===== config.mk =====
export PLATFORM = sky130hd
export DESIGN_NAME = cache_msg_bus
export DESIGN_NICKNAME = d
export VERILOG_FILES = /design/src/rtl/cache_msg_bus.sv
export SDC_FILE = /design/constraint.sdc
export NUM_CORES = 1
export LEC_CHECK = 0
export BUFFER_PORTS_ARGS = -buffer_cell sky130_fd_sc_hd__clkbuf_2
export CAP_MARGIN = 20
export CORE_MARGIN = 2
export CORE_UTILIZATION = 30
export DETAILED_ROUTE_END_ITERATION = 12
export PLACE_DENSITY_LB_ADDON = 0.2
export SYNTH_ARGS = -nofsm -noshare
export SYNTH_HDL_FRONTEND = slang
export SYNTH_SLANG_ARGS = --single-unit
export TNS_END_PERCENT = 20

===== constraint.sdc =====
create_clock -name clk -period 2.41 [get_ports clk]
set_input_delay 0.1205 -clock clk [delete_from_list [all_inputs] [get_ports clk]]
set_output_delay 0.1205 -clock clk [all_outputs]
set_load 0.05 [all_outputs]

===== src/rtl/cache_msg_bus.sv =====
// Round-robin message bus for cache controllers: grants one sender at a time and
// delivers its message to the addressed cache, or to every other cache on broadcast.
module cache_msg_bus #(
    parameter int cache_num  = 2,
    parameter int addr_width = 32,
    localparam int ID_W  = $clog2(cache_num),
    localparam int MSG_W = 4 + 2*ID_W + addr_width
) (
    input  logic                       clk,
    input  logic                       rst,
    input  logic [cache_num-1:0]       msg_req,
    input  logic [cache_num*MSG_W-1:0] msg,
    output logic [cache_num-1:0]       msg_gnt,
    output logic [MSG_W-1:0]           msg_in,
    output logic [cache_num-1:0]       msg_in_valid,
    output logic                       msg_err,
    output logic [31:0]                msg_count
);

    typedef enum logic [1:0] {IDLE, GNT, BCAST} state_t;

    state_t               state, next_state;
    logic [ID_W-1:0]      idx, winner, cand, src, dst;
    logic                 found, dst_hit;
    logic [cache_num-1:0] req_mask;
    logic [MSG_W-1:0]     held, cur_msg;
    logic [31:0]          count;

    assign src       = held[MSG_W-5 -: ID_W];
    assign dst       = held[MSG_W-5-ID_W -: ID_W];
    assign msg_in    = held;
    assign msg_count = count;

    // idx doubles as the last winner, so the search naturally starts one past it.
    // The sender being delivered is masked so it cannot be regranted back-to-back.
    always_comb begin
        req_mask = msg_req;
        if (state == BCAST) req_mask[idx] = 1'b0;
        found  = 1'b0;
        winner = idx;
        cand   = idx;
        for (int k = 1; k <= cache_num; k++) begin
            cand = ID_W'((int'(idx) + k) % cache_num);
            if (!found && req_mask[cand]) begin
                found  = 1'b1;
                winner = cand;
            end
        end
    end

    always_comb begin
        cur_msg = '0;
        for (int i = 0; i < cache_num; i++) begin
            if (idx == ID_W'(i)) cur_msg = msg[i*MSG_W +: MSG_W];
        end
    end

    always_ff @(posedge clk) begin
        if (rst) state <= IDLE;
        else     state <= next_state;
    end

    always_comb begin
        next_state = state;
        case (state)
            IDLE:    next_state = found ? GNT : IDLE;
            GNT:     next_state = BCAST;
            BCAST:   next_state = found ? GNT : IDLE;
            default: next_state = IDLE;
        endcase
    end

    always_ff @(posedge clk) begin
        if (rst) begin
            idx   <= ID_W'(cache_num - 1);
            held  <= '0;
            count <= '0;
        end else begin
            if ((state == IDLE || state == BCAST) && found) idx <= winner;
            if (state == GNT) begin
                held  <= cur_msg;
                count <= count + 32'd1;
            end
        end
    end

    // A unicast to itself or to a nonexistent cache is dropped and flagged;
    // a wrong src field is flagged but still delivered.
    always_comb begin
        msg_gnt      = '0;
        msg_in_valid = '0;
        msg_err      = 1'b0;
        dst_hit      = 1'b0;
        case (state)
            GNT: msg_gnt[idx] = 1'b1;
            BCAST: begin
                if (held[MSG_W-1]) begin
                    msg_in_valid      = '1;
                    msg_in_valid[idx] = 1'b0;
                end else begin
                    for (int i = 0; i < cache_num; i++) begin
                        if (dst == ID_W'(i) && idx != ID_W'(i)) begin
                            msg_in_valid[i] = 1'b1;
                            dst_hit         = 1'b1;
                        end
                    end
                    if (!dst_hit) msg_err = 1'b1;
                end
                if (src != idx) msg_err = 1'b1;
            end
            default: ;
        endcase
    end

endmodule


==> results of run 1 <==
==> per-stage QoR <==
step                      utilization, %  total power [µW]
after floorplan                        -              1814
after global placement             39.07              1996
after detailed placement           39.07              2003
after CTS                          41.32              3184
after global routing               41.32              3291
final                              41.32              3131
==> cell usage after synthesis <==
cell type	instances
buf_1	5
xnor2_1	8
nor3_1	4
nand4b_1	1
o31ai_1	12
or3_1	10
buf_2	1
or4b_1	1
o21ai_0	10
and2b_1	1
nor3b_1	1
buf_6	2
a21oi_1	26
nand2_1	14
clkbuf_1	20
inv_1	9
ha_1	3
or4_1	13
a211oi_1	38
dfxtp_1	73
nand3_1	7
mux2i_1	40
nor4_1	2
a311o_1	1
xor2_1	2
or4_4	1
nand4_1	8
nor2_1	52
and4_1	3
nand2b_1	2
==> layout by cell type (no fill, tap or decap), types with 2 or more instances in the layout <==
cell and instances:
dfxtp_1 70, clkbuf_2 154, nand2_1 14, ha_1 3, nor3_1 4, nor2_1 52, nor4_1 2, buf_4 4
xnor2_1 8, xor2_1 2, bufinv_16 3, or4_1 13, nand3_1 7, dfxtp_2 3, inv_1 9, mux2i_1 40
a21oi_1 26, nand2b_1 2, nand4_1 8, o31ai_1 12, and4_1 3, o21ai_0 10, a211oi_1 38, clkbuf_8 9
or3_1 10, buf_12 2
==> per-layer routing <==
metal	wire, µm	part of all wire, %	track usage (%)
met5	0	0	0
met4	93	1.1	5.220
met3	789	9.1	6.037
met2	4067	47	24.40
met1	3707	43	17.35
==> flip-flops by register name (all words and copies together) (netlist names) <==
name	cells
msg_in	38
idx	1
state	2
msg_count	32
==> power by group <==
group | switching [µW] | internal [µW] | total [µW]
Sequential | 52.4 | 1280 | 1330
Clock | 473 | 694 | 1170
Combinational | 431 | 206 | 637
==> cells by family (layout without fill, tap and decap cells) <==
family | Yosys count | after routing | share of synthesized area, %
muxes | 40 | 40 | 12.07
and+or+nand+nor | 120 | 120 | 18.37
buffers and inverters | 37 | 185 | 4.677
AOI/OAI and AO/OA | 87 | 87 | 17.05
adders and majority gates | 3 | 3 | 1.132
DFF | 73 | 73 | 44.06
xor gates and xnor gates | 10 | 10 | 2.641
==> final timing paths <==
| kind | from | slack (ps) | endpoint | cells past startpoint |
|---|---|---|---|---|
| setup / recovery | msg_count[0] | 170 | msg_count[28] | 6 |
| hold / removal | msg_req[1] | 40 | idx | 2 |
| setup reg to reg | msg_count[0] | 170 | msg_count[28] | 6 |
| hold reg to reg | msg_count[1] | 490 | msg_count[1] | 2 |
==> layout make-up <==
cell class	count	share of cell area (%)
clock inverter	6	2.581
sequential	73	32.86
clock buffer	10	2.862
timing repair buffer	160	18.86
multi-input combinational	260	38.16
tap	140	3.928
inverter	9	0.7576
==> out/qor.yml, run 1 <==
logic_synthesis:
  ys_top_cells_by_area: "dfxtp_1 44%, mux2i_1 12%, a211oi_1 8.6%, nor2_1 5.9%, a21oi_1 3.9%"
  synth_cells: 370
  ys_ff_latch: 73
  synth_area_leader_cell: "dfxtp_1"
  synth_cell_types: 30
  synth_area_um2: 3317
  ys_seq_area_share_pct: 44.06
  synth_top_cell_area_share_pct: 44.06
  yosysWarnings: 0
  syn-num-nets: 453
  synth.avg_cell_area_um2: 8.965
sta:
  fmax_mhz: 447.3
  setup_violations: 0
  rsz0062_at_grt: "false"
  setup_slack_ps: 174.1
  relSlewSlack_pct: 41.65
  setup_tns_ps: 0
  hold_ws_ps: 40.72
  fin_crit_sh_pct: 92.78
  hold_viol: 0
  min_period_ps: 2236
  clock_skew_ps: 10.11
  tightest_slew_ps: 875.3
  slew_viol_final: 0
placement:
  dp_hpwl_um: 6427
  numPlacedInstances: 642
  port_buffers: 154
  dp_slack_ps: 179.9
  globalplace.congestion: 0.7278
  dpl_cell_area_um2: 4217
worst_setup_path:
  critPathKind: "flip-flop to flip-flop"
  worstPathArrival_ps: 2500
  cp_slowest_stage_delay_ps: 550
  crit_chain: "ha_1, nand4b_1, or4_1, buf_4, or4_1, a21oi_1"
  crit_required_ps: 2670
  worst-path-max-fanout: 20
  critPathBufInv: 1
  startpoint_type: "flip-flop"
  worstSetupEndpointType: "flip-flop"
  cpMostUsedCell: "or4_1"
  critical_path.top_delay_family: "simple AND/OR/NAND/NOR gates"
  critPathSlowestCell: "or4_1"
final_layout:
  layout-drive-gt1-share_pct: 34.75
  regArea_um2: 1465
  antenna_cells: 0
  stdcell_count: 658
  final_nets: 596
  multi_input_comb_area_um2: 1702
  fillers: 1082
  areaGrowthSynthToFinish_pct: 34.44
  fin_area_um2: 4459
die:
  die_h_um: 109.2
  die_x_um: 109.2
  io_pins: 155
  num_rows: 38
  fp.coreArea_um2: 10790
  die-area_um2: 11910
  initial_core_util_pct: 30.73
global_route:
  grt_use_total_pct: 14.82
  grt_max_degree: 42
  antenna_found_initial: 0
  grt_pass1_wl_um: 13830
  grt_overflow: 0
  grt_pass1_vias: 2994
clocking:
  cts_buffers: 9
  clock_latency_ps: 340
  hold_buffers: 0
  clockBufferDepth: 2
  cts_tree: "built"
  cts_resized: 0
  post_cts_buffers: 0
  cts_num_sinks: 73
  path_clk_slew_ps: 80
  clockRootBuffer: "clkbuf_8"
  htree_levels: 3
power:
  irDropWorstVdd_uv: 301.1
  p_per_area_nw_per_um2: 702.1
  p_leak_uw: 0.001996
drt:
  wl_per_cell_um: 13.16
  drtAntennaViolNets: 0
  via_per_inst: 4.894
  route.detailed.drc: 0
  vias: 3220
  first_pass_iters: 5
  drt_iter0_drc: 180
  drt_wl_total_um: 8658
run_status:
  status: "finished, final reports clean"
min_path:
  hold_path_class: "primary input to flip-flop"
flow_run:
  drv_cap: 0
Power figures use the tool's default switching activity.
==> inputs of run 2 (changes only) <==
PLACE_DENSITY_LB_ADDON = not set   (was 0.2)
==> out/qor.yml, run 2 (synthesis gave the netlist of run 1 again) <==
run_status:
  status: "finished, final reports clean"
die:
  die_h_um: 109.2
  io_pins: 155
  die_x_um: 109.2
  initial_core_util_pct: 30.73
  die-area_um2: 11910
  fp.coreArea_um2: 10790
  num_rows: 38
sta:
  min_period_ps: 2152
  relSlewSlack_pct: 57.18
  rsz0062_at_grt: "false"
  fin_crit_sh_pct: 89.30
  setup_slack_ps: 257.8
  clock_skew_ps: 13.17
  setup_violations: 0
  hold_viol: 0
  slew_viol_final: 0
  tightest_slew_ps: 642.3
  fmax_mhz: 464.6
  setup_tns_ps: 0
drt:
  vias: 3287
  first_pass_iters: 4
  wl_met2_um: 4026
  drt_iter0_drc: 122
  wl_per_cell_um: 13.31
  highest_layer: "met4"
  met1_length_um: 3920
  via_per_inst: 4.988
  met3_length_um: 715
  drt_wl_total_um: 8770
  drtAntennaViolNets: 0
  route.detailed.drc: 0
worst_setup_path:
  critPathSlowestCell: "or4_4"
  startpoint_type: "flip-flop"
  worstSetupEndpointType: "flip-flop"
  r2r_cells: 5
  cp_slowest_stage_delay_ps: 660
  worst-path-max-fanout: 20
  crit_required_ps: 2660
  critPathKind: "flip-flop to flip-flop"
  crit_chain: "ha_1, nand4b_1, or4_4, or4_1, a21oi_1"
  worstPathArrival_ps: 2410
placement:
  dp_slack_ps: 96.23
  globalplace.congestion: 0.7403
  dpl_cell_area_um2: 4212
  port_buffers: 154
  dp_hpwl_um: 6561
global_route:
  grt_use_total_pct: 14.84
  grt_pass1_wl_um: 13980
  grt_overflow: 0
  grt_max_degree: 47
  antenna_found_initial: 0
  grt_pass1_vias: 2988
clocking:
  path_clk_slew_ps: 90
  cts_num_sinks: 73
  cts_buffers: 9
  cts_tree: "built"
  clockRootBuffer: "clkbuf_8"
  clock_latency_ps: 340
  htree_levels: 3
  clockBufferDepth: 2
  post_cts_buffers: 0
final_layout:
  regArea_um2: 1465
  final_cell_mix: "154 x clkbuf_2, 70 x dfxtp_1, 52 x nor2_1, 40 x mux2i_1, 38 x a211oi_1"
  multi_input_comb_area_um2: 1705
  largest_register_ffs: 38
  areaGrowthSynthToFinish_pct: 32.93
  layout-drive-gt1-share_pct: 35.26
  final_nets: 597
  fin_area_um2: 4409
  final_common_cell: "clkbuf_2"
  fillers: 1087
  antenna_cells: 0
min_path:
  hold_path_class: "primary input to flip-flop"
  min_path_cells: 2
flow_run:
  drv_cap: 0
power:
  irDropWorstVdd_uv: 261.7
  power.total_uw: 2927
  p_leak_uw: 0.001981
  p_per_area_nw_per_um2: 663.9
-- run 2: routing by layer --
layer | GRT usage, % | up-vias
li1 | - | 1644
met1 | 18.09 | 1505
met2 | 24.62 | 128
met3 | 4.423 | 10
met4 | 5.495 | 0
met5 | 0 | -
-- run 2: report_power, final --
part           switching, µW  total (µW)  internal, µW
sequential              55.6        1330          1280
combinational            430         633           204
clock                    485         963           478
-- run 2: worst paths after layout --
check           startpoint             to  slack (ps)
min reg2reg  msg_count[31]  msg_count[31]         490
max           msg_count[0]  msg_count[26]         260
min             msg_req[1]            idx          50
max reg2reg   msg_count[0]  msg_count[26]         260
-- run 2: stage by stage --
stage	cells	utilization, %	hold slack [ps]
finish	659	40.85	45.13
global route	659	40.85	20.52
CTS	659	40.82	21.19
detailed placement	643	39.02	397.6
global placement	643	39.02	398.4
floorplan	370	-	282.0
-- run 2: worst max-delay path, delay by kind of cell, from the launching register on --
kind	cells	cell delay, ps
compound gates	1	160
fa+ha+maj	1	200
flops	1	370
simple gates	3	1340
-- run 2: layout make-up --
class | count | area share [%]
multi-input combinational | 260 | 38.68
sequential | 73 | 33.23
timing repair buffer | 161 | 18.96
tap | 140 | 3.973
clock buffer | 9 | 2.809
clock inverter | 7 | 1.589
inverter | 9 | 0.7662
-- run 2: what timing repair did --
action                     4_1_cts  5_1_grt
setup endpoints to repair        0        4
resized for setup                0        1
hold buffers                     0        0
